===== src/rtl/uart_pkg.sv =====
// Shared types and constants for the oversampling UART receiver.
package uart_pkg;

  localparam int unsigned OVERSAMPLE = 16;
  localparam int unsigned MID_TICK   = 8;
  localparam int unsigned TICK_W     = $clog2(OVERSAMPLE);
  localparam int unsigned DATA_W     = 8;
  localparam int unsigned BIT_CNT_W  = $clog2(DATA_W);

  typedef enum logic [2:0] {
    S_IDLE,
    S_START,
    S_DATA,
    S_PARITY,
    S_STOP,
    S_BREAK
  } rx_state_e;

  // Received byte plus its per-byte error flags, held in the output register.
  typedef struct packed {
    logic [DATA_W-1:0] data;
    logic              parity_err;
    logic              frame_err;
  } rx_word_t;

  // Oversample clock divider: truncated integer division, never below 1.
  function automatic int unsigned calc_div(input int unsigned clk_freq,
                                           input int unsigned baud_rate,
                                           input int unsigned oversample);
    int unsigned d;
    d = clk_freq / (baud_rate * oversample);
    return (d == 0) ? 1 : d;
  endfunction

endpackage


===== src/rtl/uart_baud_tick.sv =====
// Oversample tick generator: one-cycle strobe every DIV clocks, restartable.
module uart_baud_tick
  import uart_pkg::*;
#(
  parameter int unsigned clk_freq   = 1000000,
  parameter int unsigned baud_rate  = 9600,
  parameter int unsigned oversample = OVERSAMPLE
) (
  input  logic clk,
  input  logic rst,
  input  logic clr,
  output logic tick
);

  localparam int unsigned DIV   = calc_div(clk_freq, baud_rate, oversample);
  localparam int unsigned CNT_W = (DIV > 1) ? $clog2(DIV) : 1;

  logic [CNT_W-1:0] cnt_q, cnt_d;
  logic             tick_q, tick_d;

  // Next count and strobe; clr realigns the phase to the detected start edge.
  always_comb begin
    cnt_d  = cnt_q;
    tick_d = 1'b0;
    if (clr) begin
      cnt_d = '0;
    end else if (cnt_q == CNT_W'(DIV - 1)) begin
      cnt_d  = '0;
      tick_d = 1'b1;
    end else begin
      cnt_d = cnt_q + CNT_W'(1);
    end
  end

  // Divider state register.
  always_ff @(posedge clk or negedge rst) begin
    if (!rst) begin
      cnt_q  <= '0;
      tick_q <= 1'b0;
    end else begin
      cnt_q  <= cnt_d;
      tick_q <= tick_d;
    end
  end

  assign tick = tick_q;

endmodule


===== src/rtl/uart_rx_oversample.sv =====
// 16x oversampling UART receiver with parity/framing checks and a one-deep
// output register using a valid/ready handshake.
module uart_rx_oversample
  import uart_pkg::*;
#(
  parameter int unsigned clk_freq   = 1000000,
  parameter int unsigned baud_rate  = 9600,
  parameter bit          parity_en  = 1'b0,
  parameter bit          parity_odd = 1'b0
) (
  input  logic              clk,
  input  logic              rst,
  input  logic              rx,
  output logic [DATA_W-1:0] rx_data,
  output logic              rx_valid,
  input  logic              rx_ready,
  output logic              parity_err,
  output logic              frame_err,
  output logic              overrun,
  output logic              busy
);

  // Line synchronizer and edge history; idle level is 1.
  logic rx_meta_q, rx_sync_q, rx_prev_q;
  logic start_edge_c;

  rx_state_e            state_q, state_d;
  logic [TICK_W-1:0]    tick_cnt_q, tick_cnt_d;
  logic [BIT_CNT_W-1:0] bit_cnt_q, bit_cnt_d;
  logic [DATA_W-1:0]    shift_q, shift_d;
  logic                 par_err_q, par_err_d;
  rx_word_t             out_q, out_d;
  logic                 rx_valid_q, rx_valid_d;
  logic                 overrun_q, overrun_d;
  logic                 busy_q, busy_d;

  logic baud_tick;
  logic clr_c;
  logic stop_done_c;
  logic last_tick_c;

  uart_baud_tick #(
    .clk_freq   (clk_freq),
    .baud_rate  (baud_rate),
    .oversample (OVERSAMPLE)
  ) u_baud_tick (
    .clk  (clk),
    .rst  (rst),
    .clr  (clr_c),
    .tick (baud_tick)
  );

  // Two-flop synchronizer plus a history flop for falling-edge detection.
  always_ff @(posedge clk or negedge rst) begin
    if (!rst) begin
      rx_meta_q <= 1'b1;
      rx_sync_q <= 1'b1;
      rx_prev_q <= 1'b1;
    end else begin
      rx_meta_q <= rx;
      rx_sync_q <= rx_meta_q;
      rx_prev_q <= rx_sync_q;
    end
  end

  assign start_edge_c = rx_prev_q & ~rx_sync_q;
  assign last_tick_c  = baud_tick && (tick_cnt_q == TICK_W'(OVERSAMPLE - 1));

  // Receive FSM next-state, datapath and output-register update.
  always_comb begin
    state_d     = state_q;
    tick_cnt_d  = tick_cnt_q;
    bit_cnt_d   = bit_cnt_q;
    shift_d     = shift_q;
    par_err_d   = par_err_q;
    out_d       = out_q;
    rx_valid_d  = rx_valid_q;
    overrun_d   = 1'b0;
    clr_c       = 1'b0;
    stop_done_c = 1'b0;

    if (baud_tick && (state_q != S_IDLE) && (state_q != S_BREAK)) begin
      tick_cnt_d = tick_cnt_q + TICK_W'(1);
    end

    case (state_q)
      S_IDLE: begin
        if (start_edge_c) begin
          state_d    = S_START;
          tick_cnt_d = '0;
          par_err_d  = 1'b0;
          clr_c      = 1'b1;
        end
      end
      S_START: begin
        if (baud_tick && (tick_cnt_q == TICK_W'(MID_TICK - 1))) begin
          if (!rx_sync_q) begin
            state_d    = S_DATA;
            tick_cnt_d = '0;
            bit_cnt_d  = '0;
          end else begin
            state_d = S_IDLE;
          end
        end
      end
      S_DATA: begin
        if (last_tick_c) begin
          shift_d   = {rx_sync_q, shift_q[DATA_W-1:1]};
          bit_cnt_d = bit_cnt_q + BIT_CNT_W'(1);
          if (bit_cnt_q == BIT_CNT_W'(DATA_W - 1)) begin
            state_d = parity_en ? S_PARITY : S_STOP;
          end
        end
      end
      S_PARITY: begin
        if (last_tick_c) begin
          par_err_d = (((^shift_q) ^ rx_sync_q) != parity_odd);
          state_d   = S_STOP;
        end
      end
      S_STOP: begin
        if (last_tick_c) begin
          stop_done_c = 1'b1;
          state_d     = rx_sync_q ? S_IDLE : S_BREAK;
        end
      end
      S_BREAK: begin
        if (rx_sync_q) begin
          state_d = S_IDLE;
        end
      end
      default: begin
        state_d = S_IDLE;
      end
    endcase

    // Load a finished byte if the holding register is free or draining now.
    if (stop_done_c) begin
      if (!rx_valid_q || rx_ready) begin
        out_d.data       = shift_q;
        out_d.parity_err = par_err_q;
        out_d.frame_err  = ~rx_sync_q;
        rx_valid_d       = 1'b1;
      end else begin
        overrun_d = 1'b1;
      end
    end else if (rx_valid_q && rx_ready) begin
      rx_valid_d = 1'b0;
    end

    busy_d = (state_d != S_IDLE);
  end

  // FSM and datapath state registers.
  always_ff @(posedge clk or negedge rst) begin
    if (!rst) begin
      state_q    <= S_IDLE;
      tick_cnt_q <= '0;
      bit_cnt_q  <= '0;
      shift_q    <= '0;
      par_err_q  <= 1'b0;
      out_q      <= '0;
      rx_valid_q <= 1'b0;
      overrun_q  <= 1'b0;
      busy_q     <= 1'b0;
    end else begin
      state_q    <= state_d;
      tick_cnt_q <= tick_cnt_d;
      bit_cnt_q  <= bit_cnt_d;
      shift_q    <= shift_d;
      par_err_q  <= par_err_d;
      out_q      <= out_d;
      rx_valid_q <= rx_valid_d;
      overrun_q  <= overrun_d;
      busy_q     <= busy_d;
    end
  end

  assign rx_data    = out_q.data;
  assign parity_err = out_q.parity_err;
  assign frame_err  = out_q.frame_err;
  assign rx_valid   = rx_valid_q;
  assign overrun    = overrun_q;
  assign busy       = busy_q;

endmodule


===== config.mk =====
export PLATFORM = sky130hd
export DESIGN_NAME = uart_rx_oversample
export DESIGN_NICKNAME = d
export VERILOG_FILES = /design/src/rtl/uart_pkg.sv /design/src/rtl/uart_baud_tick.sv /design/src/rtl/uart_rx_oversample.sv
export SDC_FILE = /design/constraint.sdc
export NUM_CORES = 1
export LEC_CHECK = 0
export ABC_AREA = 1
export ABC_CLOCK_PERIOD_IN_PS = 2100
export BUFFER_PORTS_ARGS = -buffer_cell sky130_fd_sc_hd__buf_4
export CAP_MARGIN = 15
export CORE_MARGIN = 2
export CORE_UTILIZATION = 40
export DETAILED_ROUTE_END_ITERATION = 6
export SLEW_MARGIN = 20
export SYNTH_ARGS = -nofsm -noshare
export SYNTH_HDL_FRONTEND = slang
export SYNTH_SLANG_ARGS = --single-unit

===== constraint.sdc =====
create_clock -name clk -period 2.1 [get_ports clk]
set_clock_uncertainty 0.15 [all_clocks]
set_input_delay 0.21 -clock clk [delete_from_list [all_inputs] [get_ports clk]]
set_output_delay 0.21 -clock clk [all_outputs]
set_load 0.01 [all_outputs]

Word level (Yosys, flattened, before mapping)
Index checks and enable logic that the tools add are counted.
- ROM bits: 0
- output and inout port bits: 13
- register bits: 39
- input port bits: 4
- latch bits: 0
- memories kept: 0
- logic and storage cells: 92
- memory bits (writable): 0
- add/sub/neg operators: 3
- $lt $le $gt $ge: 0
- $mul: 0
- shift operators: 0
- mux-type cells: 35
- bitwise logic cells: 3
- reductions and logical operators: 19
- equal/unequal tests: 16
- divide/modulo/power cells: 0
- operator list (kind ; number):
    $mux 3 ; 13
    $pmux 3 s6 ; 1
    $mux 4 ; 4
    $mux 1 ; 13
    $eq 3x3->1 const B ; 4
    $ne 2x2->1 const B ; 5
    $pmux 4 s2 ; 1
    $reduce_xor 8->1 ; 1
    $add 3x1->3 const B ; 2
    $eq 3x2->1 const B ; 2
    $pmux 3 s2 ; 1
    $reduce_and 2->1 ; 3
    $reduce_bool 2->1 ; 3
    $reduce_bool 3->1 ; 2
    $logic_and 1x1->1 ; 5
    $add 4x1->4 const B ; 1
    $eq 4x3->1 const B ; 1
    $eq 4x4->1 const B ; 1
    $reduce_and 4->1 ; 1
    $eq 3x1->1 const B ; 1
    $logic_not 3->1 ; 1
    $ne 3x3->1 const B ; 1
    $reduce_and 3->1 ; 1
    $mux 2 ; 1
    other kinds (7) ; 7

Logic depth before layout (Yosys ltp)
Gate-level depths: netlist of run 1.
- word-level depth: 7
- depth in mapped cells: 10
- gate-level depth less buffers: 10

By module
From an unflattened synthesis of run 1, not the netlist that was laid out.
- cell total of the unflattened synthesis: 214
- area, all modules: 1836.8 um^2
- by module, submodules not included (module ; area an instance (um^2) ; cells an instance ; sequential area each (um^2) ; instances):
    uart_rx_oversample ; 1680.4 ; 197 ; 879.6 ; 1
    uart_baud_tick ; 156.4 ; 17 ; 100.1 ; 1

Least setup slack after synthesis of run 1
OpenSTA, ideal clock, no wires.
- kind: register to register
- start point: register tick_cnt_q[1]
- end point: register out_q (netlist bit rx_data[2])
- path buffers: 1
- data required time: 1.831 ns
- arrival time: 1.290 ns
- slack: 0.541 ns
- stages on the path, launching flop included: 10
- period minus slack after synthesis: 1.559 ns
- library setup time: 0.119 ns
- cell sequence: dfrtp_1 -> ha_1 -> nand3_4 -> nor2_8 -> inv_4 -> nor2_4 -> nand2_2 -> buf_6 -> nand2_2 -> o21ai_2
- longest elaborated chain between the ends: 5
- ends and longest elaborated chain (what ; RTL line ; text):
    start: declaration ; uart_rx_oversample.sv:28 ; logic [TICK_W-1:0] tick_cnt_q, tick_cnt_d;
    start signal: assignment ; uart_rx_oversample.sv:168 ; tick_cnt_q <= tick_cnt_d;
    $eq 4x4->1 ; uart_rx_oversample.sv:67 ; assign last_tick_c = baud_tick && (tick_cnt_q == TICK_W'(OVERSAMPLE - 1));
    $logic_and 1x1->1 ; uart_rx_oversample.sv:67 ;
    $mux 1 ; uart_rx_oversample.sv:122 ; if (last_tick_c) begin
    $mux 1 ; uart_rx_oversample.sv:86 ; case (state_q)
    $reduce_and 2->1 (no line) ; - ;
    end signal: assignment ; uart_rx_oversample.sv:172 ; out_q <= out_d;
    end: declaration ; uart_rx_oversample.sv:32 ; rx_word_t out_q, out_d;
No other way between the ends.
A chain may end at the register's enable or synchronous reset.

Worst setup path in the final report of run 1
- start point: register tick_cnt_q[1]
- end point: register out_q (netlist bit frame_err)
Same word-level chain as after synthesis.

==> results of run 1 <==
-- power groups by stage --
stage	clock network, mW	registers (mW)	logic (mW)
CTS	0.503	0.930	0.303
global route	0.539	0.944	0.349
floorplan	0	0.931	0.225
detailed placement	0	0.945	0.298
finish	0.479	0.931	0.298
global placement	0	0.943	0.292
-- per-stage QoR --
step / power [mW] / util (%) / instances / hold WS, ns
finish: 1.708 / 48.27 / 282 / 0.1140
global route: 1.831 / 48.27 / 282 / 0.1571
CTS: 1.736 / 48.27 / 282 / 0.1198
detailed placement: 1.243 / 45.98 / 272 / 0.06427
global placement: 1.235 / 45.98 / 272 / 0.06096
floorplan: 1.157 / - / 206 / -0.2356
-- sequential cells by signal, summed over array words and instances (netlist names), 3 cells and up --
register and count:
bit_cnt_q 3, rx_data 8, shift_q 8, state_q 3, tick_cnt_q 4, u_baud_tick.cnt_q 3
-- cell usage after synthesis, drive strengths merged, types with 2 or more instances --
master | instances | area share (%)
nor3b | 2 | 0.81
a21oi | 5 | 1.3
nor2 | 13 | 4.0
buf | 3 | 1.5
dfrtp | 36 | 48
xnor2 | 2 | 0.94
o21ai | 21 | 7.4
nand4 | 3 | 1.0
ha | 3 | 2.0
dfstp | 3 | 4.2
nand2 | 66 | 15
inv | 23 | 4.8
nor3 | 5 | 1.6
nand3 | 15 | 5.0
-- kinds of logic (layout without fill, tap and decap cells) --
kind of cell               after synthesis  after routing  synth area share [%]
AOI/OAI and AO/OA                       29             29                 10.00
adders and majority gates                3              3                 2.014
buffers and inverters                   27             51                 6.443
and+or+nand+nor                        105            105                 27.52
DFF                                     39             39                 52.55
xor gates and xnor gates                 2              2                0.9398
muxes                                    1              1                0.5369
-- per-layer routing --
metal,wire (um),track usage (%),up-vias
met5,0,0,-
met4,55,5.660,0
met3,103,3.333,5
met2,1357,21.71,14
met1,1636,19.34,619
li1,-,-,716
-- cell type report --
cell class	count	area (um^2)	area share, %
multi-input combinational	140	764.5	35.88
timing repair buffer	19	147.6	6.929
sequential	39	979.7	45.98
tap	52	65.06	3.053
inverter	24	92.59	4.345
clock inverter	1	5.005	0.2349
clock buffer	7	76.32	3.582
-- worst max-delay path by stage --
stage | startpoint | to | slack [ns]
finish | tick_cnt_q[1] | frame_err | 0.24
global route | tick_cnt_q[1] | rx_data[3] | 0.07
detailed placement | tick_cnt_q[1] | rx_data[0] | 0.22
floorplan | tick_cnt_q[1] | rx_data[2] | 0.54
global placement | tick_cnt_q[1] | rx_data[2] | 0.25
CTS | tick_cnt_q[1] | rx_data[0] | 0.21
-- worst max-delay path: stages, from the launching register on --
cell and delay, ns:
dfrtp_1 0.38, ha_1 0.24, nand3_4 0.12, nor2_8 0.17, inv_4 0.06, nor2_4 0.09, nand2_2 0.31, nand2_2 0.16
o21ai_2 0.06
-- repair_timing --
| item | in CTS | in global routing |
|---|---|---|
| hold endpoints to repair | 37 | 0 |
| hold buffers | 2 | 0 |
| setup buffers | 0 | 0 |
==> metrics.txt, run 1 <==
status=finished, final reports clean; Synth Warn #=0; Seq pwr share=around 55%; routed length per instance=between 10 and 15 um; VDD IR-drop max=0.7252 mV; Int Power=1.196 mW; Worst R2R End=frame_err; CP Class=reg2reg; Hold Path Origin=rx_ready; Lkg Pwr=1.062 nW; Switching Share=29.98%; Overflow after GRT=0; crit end category=flop; fillers=447; DR iter-0 viols=67; Ports=17; Core Box Area=0.004414 mm^2; worst reg2reg path startpoint=tick_cnt_q[1]; Inserted Diodes=0; vias in the first global route=~1,300; root buf cell=clkbuf_8; WHS Path Cells=4; Post-Route WL=3.152 mm; R2R setup slack=about 0.24 ns; input/output buffers=16; Die ar.=approximately 0.0052 mm^2; relative slew slack=64.19%; post-route setup TNS=0 ns; CTS clk-pin slew, worst paths=roughly 0.070 ns; Combinational Power Share=about 18%; crit-path max FO=20; via count=1,354; Crit path required time=2.11 ns; post_cts resized=0; number of synthesized flops with an enable pin=0; initial core utilization=42.23%; syn_nets=between 200 and 250; hold endpoint=rx_valid; clk sinks=39; share of cells above drive strength 1=roughly a quarter; mapped cell area=0.001864 mm^2; largest net degree at the start of global routing=40; Post-DRT Antenna Nets=0; Max Clk Rate=0.5364 GHz; deepest clock path buffer count=2; Residual DRC=0; count of cell types in the netlist=32; first-pass GRT wire length=roughly 5.7 mm; row cnt=24; crit share post-route=approximately nine tenths; Clock Latency Late Sink=around 0.28 ns; synthesized instance count=between 200 and 250; ys flop type=dfrtp_1; final hold violation count=0; worst hold path class=in2reg; Switching Power=512.1 uW; Critical Path Start Type=flop; fin area=0.002131 mm^2; Die Ht=72.27 um; most frequent cells in the layout=55 x nand2_1, 36 x dfrtp_1, 17 x buf_4; Total Nets Final=236; initial antenna violation count=0; Final WS setup=roughly 0.24 ns; Async S/R FF share, synth=100.0%; Register-to-Register Path Depth=8; most common cell after layout, fill and taps aside=nand2_1; Yosys reg bits=39; PD cells=801.5 mW/mm^2; H-Tree Depth=2; CTS buffer count=5; # setup viols final=0; number of vias per cell=roughly 4.8; Final HPWL DP=2.229 mm; dpl ws=0.2183 ns; DRT Pass-1 Iters=4; Worst EP arrival=between 1.5 and 2 ns; die width=about 72 um; RSZ-0062 raised after global routing=false; Final GP Congestion=0.7572; syn avg cell area=9.050 um^2; register area share after synthesis=52.55%; slew at the pin closest to its max-slew limit=0.5352 ns; Layout area overhead=14.30%; max-slew violations=0; fin crit period=1.864 ns; Max-Cap Viols=0; dpl cell area=about 0.002 mm^2; CTS tree=built; gr usage total=between 10% and 20%; clock group share of total power=~28%
(Power assumes the default switching activity.)
==> run 2: changes to the inputs <==
--- a/config.mk
+++ b/config.mk
@@ -10,7 +10,7 @@
 export BUFFER_PORTS_ARGS = -buffer_cell sky130_fd_sc_hd__buf_4
 export CAP_MARGIN = 15
 export CORE_MARGIN = 2
-export CORE_UTILIZATION = 40
+export CORE_UTILIZATION = 35
 export DETAILED_ROUTE_END_ITERATION = 6
 export SLEW_MARGIN = 20
 export SYNTH_ARGS = -nofsm -noshare
==> metrics.txt, run 2 (same netlist as run 1, synthesis figures left out) <==
Crit path required time=2.11 ns (about the same); Die ar.=0.005927 mm^2 (+13%); Overflow after GRT=0 (unchanged); Lkg Pwr=1.071 nW (+0.88%); Die Ht=76.99 um (+6.5%); relative slew slack=64.81% (+0.62 points); routing usage on met1=17.36% (-2.0 points); most frequent cells in the layout=55 x nand2_1, 36 x dfrtp_1, 17 x buf_4; vias in the first global route=1,378 (+6.5%); initial antenna violation count=0 (unchanged); largest net degree at the start of global routing=40 (unchanged); deepest clock path buffer count=2 (unchanged); first-pass GRT wire length=6.099 mm (+6.1%); via count=1,345 (-0.66%); Core Box Area=0.005140 mm^2 (+16%); initial core utilization=36.27% (-6.0 points); R2R setup slack=0.22 ns (about the same); DRT Pass-1 Iters=4 (unchanged); RSZ-0062 raised after global routing=false; crit end category=flop; PD cells=818.9 mW/mm^2 (+2.2%); routed length per instance=10.59 um (-5.2%); most used routing layer=met2; root buf cell=clkbuf_8; Final HPWL DP=2.246 mm (+0.78%); crit-path max FO=20 (unchanged); crit path from=tick_cnt_q[1]; Inserted Diodes=0 (unchanged); Final Util=42.26% (-6.0 points); Critical Path Start Type=flop; post-route setup TNS=0 ns (unchanged); Register-to-Register Path Depth=8 (unchanged); CP Class=reg2reg; Final GP Congestion=0.7478 (-1.2%); die width=76.99 um (+6.5%); share of cells above drive strength 1=26.52% (+0.43 points); Max Clk Rate=0.5331 GHz (-0.62%); Post-Route WL=3.178 mm (+0.82%); status=finished, final reports clean; Clock Latency Late Sink=0.28 ns (about the same); row cnt=26 (+8.3%); gr usage total=12.50% (-1.6 points); crit share post-route=89.32% (+0.55 points); CTS buffer count=5 (unchanged); Total Nets Final=236 (unchanged); CTS tree=built; Worst EP arrival=1.88 ns (about the same); worst hold path class=in2reg; Max-Cap Viols=0 (unchanged); worst reg2reg path startpoint=tick_cnt_q[1]; Layout area overhead=16.51%; most common cell after layout, fill and taps aside=nand2_1; DR iter-0 viols=86 (+28%); clk sinks=39 (unchanged); CTS clk-pin slew, worst paths=0.07 ns (about the same); Residual DRC=0 (unchanged); H-Tree Depth=2 (unchanged); max-slew violations=0 (unchanged); Ports=17 (unchanged); number of vias per cell=4.483 (-6.6%); fillers=535 (+20%); # Post-CTS Setup Buffers=0 (unchanged); input/output buffers=16 (unchanged); VDD IR-drop max=0.4338 mV (-40%); GRT met3 Usage=2.706% (-0.63 points); # setup viols final=0 (unchanged); Post-DRT Antenna Nets=0 (unchanged); fin crit period=1.876 ns (+0.01162 ns); final hold violation count=0 (unchanged); slew at the pin closest to its max-slew limit=0.5259 ns (-0.009302 ns); Critical Path Sink=rx_data[6]; met2 GRT Util=19.12% (-2.6 points); Worst R2R End=rx_data[6]
[run 2: cell types whose count changed in the layout (fill, tap and decap cells not counted), sizes merged]
cell and delta:
clkinv -1, clkbuf +1
[run 2: area by class of cell]
cell class	instances	area, um^2	share of cell area [%]
inverters	24	92.59	4.263
repair buffers	19	147.6	6.797
clock buffers	8	100.1	4.608
flip-flops and latches	39	979.7	45.10
well taps	70	87.58	4.032
multi-input cells	140	764.5	35.20
[run 2: worst min-delay path by stage]
stage                   from  cells past startpoint      endpoint  slack (ns)
detailed placement       rst                      1    shift_q[4]        0.07
global route        rx_ready                      4      rx_valid        0.16
CTS                 rx_ready                      4       overrun        0.11
floorplan                rst                      0  bit_cnt_q[0]       -0.24
global placement         rst                      1    shift_q[5]        0.06
finish              rx_ready                      4      rx_valid        0.11
[run 2: worst max-delay path: stages, from the launching register on]
cell and delay [ns]:
dfrtp_1 0.39, ha_1 0.25, nand3_4 0.13, nor2_8 0.17, inv_4 0.06, nor2_4 0.09, nand2_2 0.31, nand2_2 0.15
o21ai_2 0.06
[run 2: timing repair]
item                                    4_1_cts  5_1_grt
gates resized for setup                       0        0
endpoints found under the setup margin        0        0
endpoints found under the hold margin        37        0
hold buffers                                  2        0
[run 2: layer usage]
layer  up-vias  share of wire, %
li1        711                 -
met1       606                50
met2        24                45
met5         -                 0
met3         4               3.8
met4         0               1.2
[run 2: power breakdown]
group / leakage, nW / internal (mW) / switching [mW] / total (mW)
clock network: 0.0515 / 0.300 / 0.251 / 0.551
logic: 0.504 / 0.120 / 0.175 / 0.295
registers: 0.515 / 0.842 / 0.0901 / 0.932
total: 1.07 / 1.26 / 0.516 / 1.78
[run 2: through the flow]
| step | area, um^2 | power [mW] | hold slack [ns] | instances | setup WS, ns |
|---|---|---|---|---|---|
| final | 2172 | 1.779 | 0.1120 | 300 | 0.2243 |
| after global routing | 2172 | 1.892 | 0.1644 | 300 | 0.06614 |
| after CTS | 2172 | 1.807 | 0.1098 | 300 | 0.1954 |
| after detailed placement | 2052 | 1.243 | 0.06592 | 290 | 0.2096 |
| after global placement | 2052 | 1.232 | 0.06500 | 290 | 0.2510 |
| after floorplan | 1864 | 1.157 | -0.2356 | 206 | 0.5413 |
==> run 3: changes to the inputs <==
--- a/config.mk
+++ b/config.mk
@@ -5,10 +5,9 @@
 export SDC_FILE = /design/constraint.sdc
 export NUM_CORES = 1
 export LEC_CHECK = 0
-export ABC_AREA = 1
 export ABC_CLOCK_PERIOD_IN_PS = 2100
 export BUFFER_PORTS_ARGS = -buffer_cell sky130_fd_sc_hd__buf_4
-export CAP_MARGIN = 15
+export CAP_MARGIN = 20
 export CORE_MARGIN = 2
 export CORE_UTILIZATION = 35
 export DETAILED_ROUTE_END_ITERATION = 6
==> metrics.txt, run 3 <==
status=finished, final reports clean; adder-cell area share of the yosys netlist=2.117% (+0.10 points); Inserted Diodes=0 (unchanged); # setup viols final=0 (unchanged); die width=75.17 um (-2.4%); routed length per instance=13.03 um (+23%); Final GP Congestion=0.7991 (+6.9%); Overflow after GRT=0 (unchanged); critical path cell sequence=ha_1, nand3_2, or3_4, nor2_4, buf_12, mux2_1; largest net degree at the start of global routing=40 (unchanged); Yosys top cell by area=dfrtp_1; DRT Pass-1 Iters=3 (-1); ranking of synthesized cells by area=dfrtp_1 51%, mux2_1 11%, dfstp_2 4.4%; RSZ-0062 raised after global routing=false; Max Clk Rate=0.4921 GHz (-7.7%); fin crit period=2.032 ns (+0.1564 ns); first-pass GRT wire length=5.140 mm (-16%); Die ar.=0.005651 mm^2 (-4.7%); fillers=454 (-15%); H-Tree Depth=2 (unchanged); mux contribution to synthesized area=12.00% (+11 points); VDD IR-drop max=0.5078 mV (+17%); Max-Cap Viols=0 (unchanged); top-count cell post-synth=dfrtp_1; ys flop type=dfrtp_1; initial antenna violation count=0 (unchanged); Critical Path Start Type=flop; deepest clock path buffer count=2 (unchanged); Synth Area in Simple Gates=12.35% (-15 points); clk sinks=39 (unchanged); worst hold path class=in2reg; DR iter-0 viols=74 (-14%); CTS buffer count=5 (unchanged); Post-Route WL=3.050 mm (-4.0%); CP Class=reg2reg; Crit path required time=2.12 ns (about the same); Final Non-Filler Cells=234 (-22%); count of cell types in the netlist=41 (+28%); final hold violation count=0 (unchanged); Final WS setup=0.06781 ns (-0.1564 ns); largest family of logic cells by synthesized area=simple AND/OR/NAND/NOR gates; relative slew slack=67.78% (+3.0 points); most common cell after layout, fill and taps aside=dfrtp_1; syn_nets=148 (-31%); Ports=17 (unchanged); CP top delay family=simple AND/OR/NAND/NOR gates; mapped cell area=0.001773 mm^2 (-4.9%); Crit-path slowest cell=or3_4; slew at the pin closest to its max-slew limit=0.4833 ns (-0.04267 ns); number of vias per cell=4.846 (+8.1%); dpl ws=0.05551 ns (-0.1541 ns); crit end category=flop; max-slew violations=0 (unchanged); Yosys reg bits=39 (unchanged); initial core utilization=36.81% (+0.53 points); CTS tree=built; CTS clk-pin slew, worst paths=0.07 ns (about the same); Synth Warn #=0 (unchanged); Clock Latency Late Sink=0.29 ns (about the same); PD cells=742.9 mW/mm^2 (-9.3%); root buf cell=clkbuf_8; Residual DRC=0 (unchanged); input/output buffers=16 (unchanged); gr usage total=12.21% (-0.29 points); crit-path max FO=11 (-45%); via count=1,134 (-16%); Async S/R FF share, synth=100.0% (unchanged); Core Box Area=0.004817 mm^2 (-6.3%); crit share post-route=96.77% (+7.4 points); Final HPWL DP=2.148 mm (-4.4%); post-route setup TNS=0 ns (unchanged); vias in the first global route=1,179 (-14%); slowest stage delay, CP=0.41 ns (+0.02 ns); syn avg cell area=12.57 um^2 (+39%); share of cells above drive strength 1=22.75% (-3.8 points); Post-DRT Antenna Nets=0 (unchanged); number of synthesized flops with an enable pin=0 (unchanged); Synth top area share=50.81% (+2.5 points); Synth top cells by count=36 x dfrtp_1, 17 x mux2_1, 13 x nor2_1; Die Ht=75.17 um (-2.4%); Lkg Pwr=1.011 nW (-5.6%); most frequent cells in the layout=36 x dfrtp_1, 21 x buf_4, 17 x mux2_1; compound-gate portion of the synthesized area=9.104% (-0.90 points); row cnt=25 (-3.8%); XOR/XNOR share of the synthesized area=6.210% (+5.3 points); synthesized instance count=141 (-32%); CP Buf/Inv Count=1 (unchanged); Total Nets Final=173 (-27%); register area share after synthesis=55.26% (+2.7 points); Worst EP arrival=2.06 ns (+0.18 ns); placed cell count=223 (-23%); Layout area overhead=18.77%
[run 3: cell count changes after synthesis, sizes merged, moves of 3 or more]
cell / delta
nor3: -4
mux2: +18
xnor2: +4
nand3: -11
nand2: -63
xor2: +4
o21ai: -16
nand4: -3
inv: -18
[run 3: area by class of cell]
type	count	area, um^2	area share (%)
clock buffers	6	72.57	3.446
clock inverters	2	12.51	0.5942
inverters	5	18.77	0.8913
multi-input cells	91	740.7	35.18
flip-flops and latches	39	979.7	46.52
well taps	67	83.83	3.981
repair buffers	24	197.7	9.388
[run 3: repair_timing]
| item | in CTS | in global routing |
|---|---|---|
| setup endpoints to repair | 0 | 8 |
| hold buffers | 2 | 0 |
| buffers inserted | 0 | 1 |
| gates resized for setup | 0 | 0 |
| hold endpoints to repair | 37 | 0 |
[run 3: stage by stage]
stage,util (%),area [um^2],hold WS (ns),power (mW)
after detailed placement,41.12,1981,0.05926,1.091
after CTS,43.30,2086,0.06198,1.584
after global placement,41.12,1981,0.05286,1.061
after floorplan,-,1773,-0.2356,1.018
after global routing,43.71,2106,0.08795,1.655
final,43.71,2106,0.06638,1.564
[run 3: worst paths after layout]
kind	startpoint	endpoint	slack, ns	cells after the start
min in group asynchronous	rst	tick_cnt_q[2]	0.27	2
max reg2reg	tick_cnt_q[0]	shift_q[5]	0.07	6
min reg2reg	rx_meta_q	rx_sync_q	0.21	0
max in group asynchronous	rst	rx_prev_q	1.17	2
max	tick_cnt_q[0]	shift_q[5]	0.07	6
min	rx_ready	overrun	0.07	3
[run 3: worst reg2reg max path: cells and delay by family, from the launching register on]
kind | cells | cell delay (ns)
and+or+nand+nor | 3 | 0.68
DFF | 1 | 0.40
muxes | 1 | 0.32
adders and majority gates | 1 | 0.22
buffers and inverters | 1 | 0.14
[run 3: where the power goes]
| part | leakage (nW) | internal, mW | switching, mW | total (mW) |
|---|---|---|---|---|
| sequential | 0.510 | 0.818 | 0.0674 | 0.885 |
| combinational | 0.460 | 0.0834 | 0.111 | 0.194 |
| clock | 0.0412 | 0.232 | 0.253 | 0.485 |
[run 3: per-layer routing]
| layer | GRT usage, % | part of all wire (%) |
|---|---|---|
| met1 | 14.54 | 45 |
| met2 | 20.08 | 48 |
| met3 | 4.016 | 4.1 |
| met4 | 5.653 | 1.9 |
| met5 | 0 | 0 |
[run 3: kinds of logic after synthesis]
family | count (synthesis)
buf+inv | 11
mux | 19
compound gates | 21
simple gates | 37
xor+xnor | 11
flops | 39
fa+ha+maj | 3
